### src/rtl/dly_lane_loader_if.sv
// ---------------------------------------------------------------------------
// dly_lane_loader_if
// Command handshake between a delay-training controller and the
// dly_lane_loader sequencer.
//
// Signals:
//   cmd_valid  controller has a command on the bus
//   cmd_ready  loader accepts the command on this edge
//   cmd_lane   target lane index
//   cmd_all    broadcast to every lane (cmd_lane ignored)
//   cmd_dir    0 = IDELAY, 1 = ODELAY
//   cmd_data   delay value to load
//   cmd_last   commit (issue the ld strobe) after this command
//
// Modports: master = controller side, slave = loader side.
// ---------------------------------------------------------------------------
interface dly_lane_loader_if #(
   parameter int LANE_BITS = 4,
   parameter int DLY_WIDTH = 8
);
   logic                 cmd_valid;
   logic                 cmd_ready;
   logic [LANE_BITS-1:0] cmd_lane;
   logic                 cmd_all;
   logic                 cmd_dir;
   logic [DLY_WIDTH-1:0] cmd_data;
   logic                 cmd_last;

   modport master (
      output cmd_valid, cmd_lane, cmd_all, cmd_dir, cmd_data, cmd_last,
      input  cmd_ready
   );

   modport slave (
      input  cmd_valid, cmd_lane, cmd_all, cmd_dir, cmd_data, cmd_last,
      output cmd_ready
   );
endinterface

### src/rtl/dly_lane_loader.sv
// ---------------------------------------------------------------------------
// dly_lane_loader
// Delay-programming sequencer for one DDR3 PHY byte group. Each accepted
// command drives the shared dly_data bus and pulses one-hot (or broadcast)
// per-lane set strobes; a command flagged last then waits LD_GAP ready
// cycles and fires the global ld strobes for whichever directions were
// touched since the previous commit.
//
// Ports:
//   clk, rst          clk_div domain clock, synchronous active-high reset
//   dly_ready         IDELAYCTRL rdy (asynchronous, synchronised inside)
//   cmd               command handshake (slave side)
//   dly_data          shared delay value to all lanes
//   set_idelay/odelay per-lane load strobes, one cycle
//   ld_idelay/odelay  global apply strobes, one cycle
//   busy              sequencer is not idle
//   done              one-cycle pulse when a commit completes
//   err               sticky out-of-range lane flag, cleared by err_clr
// ---------------------------------------------------------------------------
module dly_lane_loader #(
   parameter int NUM_LANES = 10,
   parameter int LANE_BITS = 4,
   parameter int DLY_WIDTH = 8,
   parameter int LD_GAP    = 2
) (
   input  logic                 clk,
   input  logic                 rst,
   input  logic                 dly_ready,
   dly_lane_loader_if.slave     cmd,
   output logic [DLY_WIDTH-1:0] dly_data,
   output logic [NUM_LANES-1:0] set_idelay,
   output logic [NUM_LANES-1:0] set_odelay,
   output logic                 ld_idelay,
   output logic                 ld_odelay,
   output logic                 busy,
   output logic                 done,
   output logic                 err,
   input  logic                 err_clr
);

   typedef enum logic [2:0] {IDLE, SET, GAP, LD, DONE} state_t;

   state_t               state_q;
   logic [1:0]           rdySync_q;
   logic [DLY_WIDTH-1:0] dlyData_q;
   logic [NUM_LANES-1:0] setIdelay_q;
   logic [NUM_LANES-1:0] setOdelay_q;
   logic [NUM_LANES-1:0] pendI_q;
   logic [NUM_LANES-1:0] pendO_q;
   logic                 ldIdelay_q;
   logic                 ldOdelay_q;
   logic                 done_q;
   logic                 err_q;
   logic                 last_q;
   logic [3:0]           gapCnt_q;

   logic                 rdyS;
   logic                 cmdReady;
   logic                 accept_d;
   logic [NUM_LANES-1:0] laneMask_d;
   logic                 laneBad_d;
   logic [3:0]           gapCnt_d;

   assign rdyS     = rdySync_q[1];
   assign cmdReady = (state_q == IDLE) & rdyS;
   assign accept_d = cmd.cmd_valid & cmdReady;
   assign gapCnt_d = gapCnt_q - 4'd1;

   // Strobe mask for the incoming command. An out-of-range lane produces an
   // empty mask so nothing is loaded, and raises the sticky error instead.
   always_comb begin
      laneMask_d = '0;
      laneBad_d  = 1'b0;
      if (cmd.cmd_all) begin
         laneMask_d = '1;
      end else if ({1'b0, cmd.cmd_lane} < (LANE_BITS+1)'(NUM_LANES)) begin
         laneMask_d = NUM_LANES'(1) << cmd.cmd_lane;
      end else begin
         laneBad_d = 1'b1;
      end
   end

   // Sequencer. All outputs are registered here; the strobes default low
   // every cycle so each one is a single-cycle pulse from the state that
   // sets it. The GAP counter only advances while the synchronised ready is
   // high, so a dropout stretches the gap by exactly its length.
   always_ff @(posedge clk) begin
      if (rst) begin
         state_q     <= IDLE;
         rdySync_q   <= '0;
         dlyData_q   <= '0;
         setIdelay_q <= '0;
         setOdelay_q <= '0;
         pendI_q     <= '0;
         pendO_q     <= '0;
         ldIdelay_q  <= 1'b0;
         ldOdelay_q  <= 1'b0;
         done_q      <= 1'b0;
         err_q       <= 1'b0;
         last_q      <= 1'b0;
         gapCnt_q    <= '0;
      end else begin
         rdySync_q   <= {rdySync_q[0], dly_ready};
         setIdelay_q <= '0;
         setOdelay_q <= '0;
         ldIdelay_q  <= 1'b0;
         ldOdelay_q  <= 1'b0;
         done_q      <= 1'b0;

         if (accept_d && laneBad_d) begin
            err_q <= 1'b1;
         end else if (err_clr) begin
            err_q <= 1'b0;
         end

         case (state_q)
            IDLE: begin
               if (accept_d) begin
                  dlyData_q <= cmd.cmd_data;
                  last_q    <= cmd.cmd_last;
                  if (cmd.cmd_dir) begin
                     setOdelay_q <= laneMask_d;
                     pendO_q     <= pendO_q | laneMask_d;
                  end else begin
                     setIdelay_q <= laneMask_d;
                     pendI_q     <= pendI_q | laneMask_d;
                  end
                  state_q <= SET;
               end
            end
            SET: begin
               if (last_q) begin
                  gapCnt_q <= 4'(LD_GAP);
                  state_q  <= GAP;
               end else begin
                  state_q <= IDLE;
               end
            end
            GAP: begin
               if (rdyS) begin
                  gapCnt_q <= gapCnt_d;
                  if (gapCnt_d == 4'd0) begin
                     ldIdelay_q <= |pendI_q;
                     ldOdelay_q <= |pendO_q;
                     state_q    <= LD;
                  end
               end
            end
            LD: begin
               pendI_q <= '0;
               pendO_q <= '0;
               done_q  <= 1'b1;
               state_q <= DONE;
            end
            DONE: begin
               state_q <= IDLE;
            end
            default: begin
               state_q <= IDLE;
            end
         endcase
      end
   end

   assign cmd.cmd_ready = cmdReady;
   assign dly_data      = dlyData_q;
   assign set_idelay    = setIdelay_q;
   assign set_odelay    = setOdelay_q;
   assign ld_idelay     = ldIdelay_q;
   assign ld_odelay     = ldOdelay_q;
   assign busy          = (state_q != IDLE);
   assign done          = done_q;
   assign err           = err_q;

endmodule

### src/flat_wrapper.sv
// flat-port wrapper written by rule: the top's interface ports become plain ports
module dly_lane_loader_flat 
#(
   parameter int NUM_LANES = 10,
   parameter int LANE_BITS = 4,
   parameter int DLY_WIDTH = 8,
   parameter int LD_GAP    = 2
)
  (clk, rst, dly_ready, dly_data, set_idelay, set_odelay, ld_idelay, ld_odelay, busy, done, err, err_clr, cmd_cmd_valid, cmd_cmd_lane, cmd_cmd_all, cmd_cmd_dir, cmd_cmd_data, cmd_cmd_last, cmd_cmd_ready);
  dly_lane_loader_if #(.LANE_BITS(LANE_BITS), .DLY_WIDTH(DLY_WIDTH)) cmd_i ();
  input  logic clk;
  input  logic rst;
  input  logic dly_ready;
  output logic [DLY_WIDTH-1:0] dly_data;
  output logic [NUM_LANES-1:0] set_idelay;
  output logic [NUM_LANES-1:0] set_odelay;
  output logic ld_idelay;
  output logic ld_odelay;
  output logic busy;
  output logic done;
  output logic err;
  input  logic err_clr;
  input wire logic [$bits(cmd_i.cmd_valid)-1:0] cmd_cmd_valid;
  input wire logic [$bits(cmd_i.cmd_lane)-1:0] cmd_cmd_lane;
  input wire logic [$bits(cmd_i.cmd_all)-1:0] cmd_cmd_all;
  input wire logic [$bits(cmd_i.cmd_dir)-1:0] cmd_cmd_dir;
  input wire logic [$bits(cmd_i.cmd_data)-1:0] cmd_cmd_data;
  input wire logic [$bits(cmd_i.cmd_last)-1:0] cmd_cmd_last;
  output wire logic [$bits(cmd_i.cmd_ready)-1:0] cmd_cmd_ready;
  assign cmd_i.cmd_valid = cmd_cmd_valid;
  assign cmd_i.cmd_lane = cmd_cmd_lane;
  assign cmd_i.cmd_all = cmd_cmd_all;
  assign cmd_i.cmd_dir = cmd_cmd_dir;
  assign cmd_i.cmd_data = cmd_cmd_data;
  assign cmd_i.cmd_last = cmd_cmd_last;
  assign cmd_cmd_ready = cmd_i.cmd_ready;
  dly_lane_loader #(.NUM_LANES(NUM_LANES), .LANE_BITS(LANE_BITS), .DLY_WIDTH(DLY_WIDTH), .LD_GAP(LD_GAP)) u_core (.clk(clk), .rst(rst), .dly_ready(dly_ready), .cmd(cmd_i), .dly_data(dly_data), .set_idelay(set_idelay), .set_odelay(set_odelay), .ld_idelay(ld_idelay), .ld_odelay(ld_odelay), .busy(busy), .done(done), .err(err), .err_clr(err_clr));
endmodule
### config.mk
export PLATFORM = sky130hd
export DESIGN_NAME = dly_lane_loader_flat
export DESIGN_NICKNAME = d
export VERILOG_FILES = /design/src/rtl/dly_lane_loader_if.sv /design/src/rtl/dly_lane_loader.sv /design/src/flat_wrapper.sv
export SDC_FILE = /design/constraint.sdc
export NUM_CORES = 1
export LEC_CHECK = 0
export ABC_AREA = 1
export CAP_MARGIN = 20
export CORE_MARGIN = 2
export CORE_UTILIZATION = 40
export DETAILED_ROUTE_END_ITERATION = 10
export GPL_TIMING_DRIVEN = 0
export PLACE_DENSITY = 0.69
export SLEW_MARGIN = 20
export SYNTH_ARGS = -nofsm -noshare
export SYNTH_HDL_FRONTEND = slang
export SYNTH_SLANG_ARGS = --single-unit
### constraint.sdc
create_clock -name clk -period 1.05 [get_ports clk]
set_input_delay 0.2625 -clock clk [delete_from_list [all_inputs] [get_ports clk]]
set_output_delay 0.2625 -clock clk [all_outputs]
set_load 0.03 [all_outputs]
==> flow_metrics.tcl <==
set metrics [dict create \
    outcome "complete, but fails checks" \
    violations "negative setup slack" \
    syn_avg_cell_area_sq_um 7.705 \
    cts_root_buf "clkbuf_8" \
    syn_area_sq_um 2296 \
    drt-total-wl_um 6259 \
    switching_share 0.2573 \
    diodes 0 \
    drv_cap 0 \
    drc 0 \
    fin_nets 401 \
    async_reset_ff_frac 0 \
    reg2reg_slack_ns -0.26 \
    p_leak_nw 1.483 \
    seq_area_sq_um 1289 \
    power_frac_seq 0.512 \
    crit_path_end_kind "output port" \
    r2r-end "u_core.pendI_q[5]$_SDFFE_PP0P_" \
    fp.dieH_um 79.76 \
    cp.depth 4 \
    chipWidth_um 79.76 \
    antenna_left 0 \
    hold_viol 0 \
    layout_worst_path_cycle_share 1.293 \
    comb_power_share 0.108 \
    drt-initial-drc-count 156 \
    grt_overflow 0 \
    crit_path_frequent_cell "nor2_4" \
    timing.rr.start "u_core.state_q[2]$_SDFFE_PP0P_" \
    tightestPinTransition_ns 0.4384 \
    path_max_fanout 3 \
    clk_pin_slew_ns 0.07 \
    synth_seq_area_share 0.5406 \
    io_pins 54 \
    p_switching_mw 1.216 \
    synthTopCellsByCount "dfxtp_1, inv_1, nand2_1" \
    required_ns 0.79 \
    fillers 480 \
    synth_cell_types 22 \
    via_per_inst 4.873 \
    grt_max_degree 11 \
    synth_ff_type "dfxtp_1" \
    setup_violations 70 \
    final_layout_size_suffix_gt1_frac 0.4583 \
    fmax_mhz 736.8 \
    synth.top_cell.area_share 0.5406 \
    via_count 2222 \
    clock-sinks 62 \
    path_buf_inv 1 \
    rr_worst_depth 7 \
    synth_largest_area_cell "dfxtp_1" \
    cts_tree "built" \
    cts_inserted_buffers 9 \
    drv_slew 0 \
    routedWlPerCell_um 13.73 \
    num_rows 27 \
    cp_slowest_cell "dfxtp_2" \
    fin_crit_ns 1.357 \
    path_delay_family "flip-flops" \
    clk_path_buf_depth 2 \
    critical_path_arrival_ns 1.09 \
    grt_use_total 0.1973 \
    die-area_sq_um 6362 \
    cp-start-kind "flop" \
    portBuffers 53 \
    clock_skew_ns 0.005722 \
    peakVddDrop_mv 0.8187 \
    cts_hold_buf 0 \
    synth_edf_count 0 \
    dp_hpwl_um 3897 \
    yosysWarnings 0 \
    clock_power_share 0.380 \
    grt_pass1_wl_um 9618 \
    cp_slowest_stage_delay_ns 0.34 \
    finalWeightedCongestion 0.8429 \
    crit_start "u_core.state_q[2]$_SDFFE_PP0P_" \
    rsz0062_at_grt "yes" \
    crit_type "reg2out" \
    grt_pass1_vias 2191 \
    cts_max_level 3 \
    start_util 0.4144 \
    area.growth.synth_to_final_pct 57.93 \
    synthCells 298 \
    p_total_mw 4.725 \
    ys_ff_latch 62 \
    multi_input_area_sq_um 1084 \
    dr.pass1.iters 4 \
    cp-endpoint "cmd_cmd_ready" \
    syn_nets 320 \
    worst_slack_ns -0.3072 \
    p_int_mw 3.509 \
    power_density_nw_per_um2 1303 \
    path_cells "nor2_4 > nand2_4 > nor2_4 > buf_6" \
    slew_headroom 0.7074 \
    clk_latency_ns 0.33 \
    synth.area.top_cells "dfxtp_1, inv_1, a21oi_1" \
    fp.coreArea_sq_um 5540 \
    yosysMostFrequentCell "dfxtp_1" \
    pre_cts_slack_ns -0.7148 \
    hold_class "reg2reg" \
    antenna_found_initial 0 \
]
[cell type report]
type / instances / area share
multi-input combinational: 174 / 0.2988
timing repair buffer: 67 / 0.1905
buffer: 9 / 0.02381
sequential: 62 / 0.3554
tap: 72 / 0.02484
clock inverter: 4 / 0.006211
timing repair inverter: 1 / 0.002415
clock buffer: 12 / 0.04003
inverter: 55 / 0.05797
[power by group through the flow]
| stage | sequential (mW) | combinational (mW) | clock (mW) |
|---|---|---|---|
| 2_1_floorplan | 2.48 | 0.207 | 0 |
| 3_5_place_dp | 2.46 | 0.394 | 0 |
| 5_1_grt | 2.42 | 0.555 | 1.95 |
| 4_1_cts | 2.42 | 0.453 | 1.83 |
| 3_3_place_gp | 2.46 | 0.389 | 0 |
| 6_report | 2.42 | 0.512 | 1.80 |
[worst min-delay path by stage]
stage,from,depth (start not counted),to
2_1_floorplan,dly_ready,2,u_core.rdySync_q[0]$_SDFF_PP0_
3_3_place_gp,u_core.rdySync_q[0]$_SDFF_PP0_,2,u_core.rdySync_q[1]$_SDFF_PP0_
3_5_place_dp,u_core.rdySync_q[0]$_SDFF_PP0_,2,u_core.rdySync_q[1]$_SDFF_PP0_
4_1_cts,u_core.rdySync_q[0]$_SDFF_PP0_,2,u_core.rdySync_q[1]$_SDFF_PP0_
5_1_grt,u_core.rdySync_q[0]$_SDFF_PP0_,2,u_core.rdySync_q[1]$_SDFF_PP0_
6_report,u_core.rdySync_q[0]$_SDFF_PP0_,2,u_core.rdySync_q[1]$_SDFF_PP0_
[tightest hold or removal path: stages (launching register included)]
cell,delay [ns]
dfxtp_1,0.30
inv_1,0.05
nor2_1,0.03
[state kept, by name, summed over array words and instances (netlist names)]
| name | count |
|---|---|
| u_core.set_odelay | 10 |
| u_core.dly_data | 8 |
| u_core.gapCnt_q | 4 |
| u_core.last_q | 1 |
| u_core.ld_odelay | 1 |
| u_core.ld_idelay | 1 |
| u_core.err | 1 |
| u_core.rdySync_q | 2 |
| u_core.pendI_q | 10 |
| u_core.state_q | 3 |
| u_core.set_idelay | 10 |
| u_core.pendO_q | 10 |
| u_core.done | 1 |
[what timing repair did]
| item | in CTS | in global routing |
|---|---|---|
| gates resized for setup | 311 | 52 |
| gates cloned | 3 | 2 |
| pin swaps | 6 | 9 |
| setup buffers | 7 | 5 |
| endpoints found under the setup margin | 95 | 93 |
[through the flow]
step                      instances  hold WS, ns    util  setup TNS [ns]  cell area (sq um)
after global routing            456       0.4213  0.6545          -16.86               3626
after detailed placement        423       0.4092  0.5386          -40.58               2984
after floorplan                 298       0.3695       -         -0.6483               2364
after CTS                       449       0.4112  0.6150          -10.90               3407
final                           456       0.4166  0.6545          -11.38               3626
after global placement          423       0.3900  0.5386          -38.98               2984
[cell families after synthesis]
| kind of cell | share of synthesized area |
|---|---|
| AND/OR/NAND/NOR | 0.2256 |
| buffers and inverters | 0.1079 |
| flip-flops | 0.5406 |
| AO/OA/AOI/OAI | 0.1150 |
| adder cells (fa/ha/maj) | 0.01090 |
[cells in the final DEF, fill, tap and decap left out, types with 3 or more instances in the layout]
master           Yosys  routed
inv_2                1       6
nand4_1              5       5
nand2_4              1       3
buf_6                0      38
nor2_1              35      15
clkinv_2             0       4
clkdlybuf4s50_1      0      18
a21oi_2              0       6
dfxtp_2              0      38
dfxtp_1             62      24
nor2_4               0       9
nand3_1             26      24
inv_1               53      47
clkbuf_8             0      10
nand2_2              0       9
nor2_2               2      13
a21oi_1             36      30
buf_4                1      13
nand2_1             45      33
o21ai_2              1      11
[routing by layer]
metal,track usage,share of wire
met1,0.2202,0.42
met2,0.3412,0.50
met3,0.06561,0.066
met4,0.08644,0.019
met5,0,0
Power figures use the tool's default switching activity.
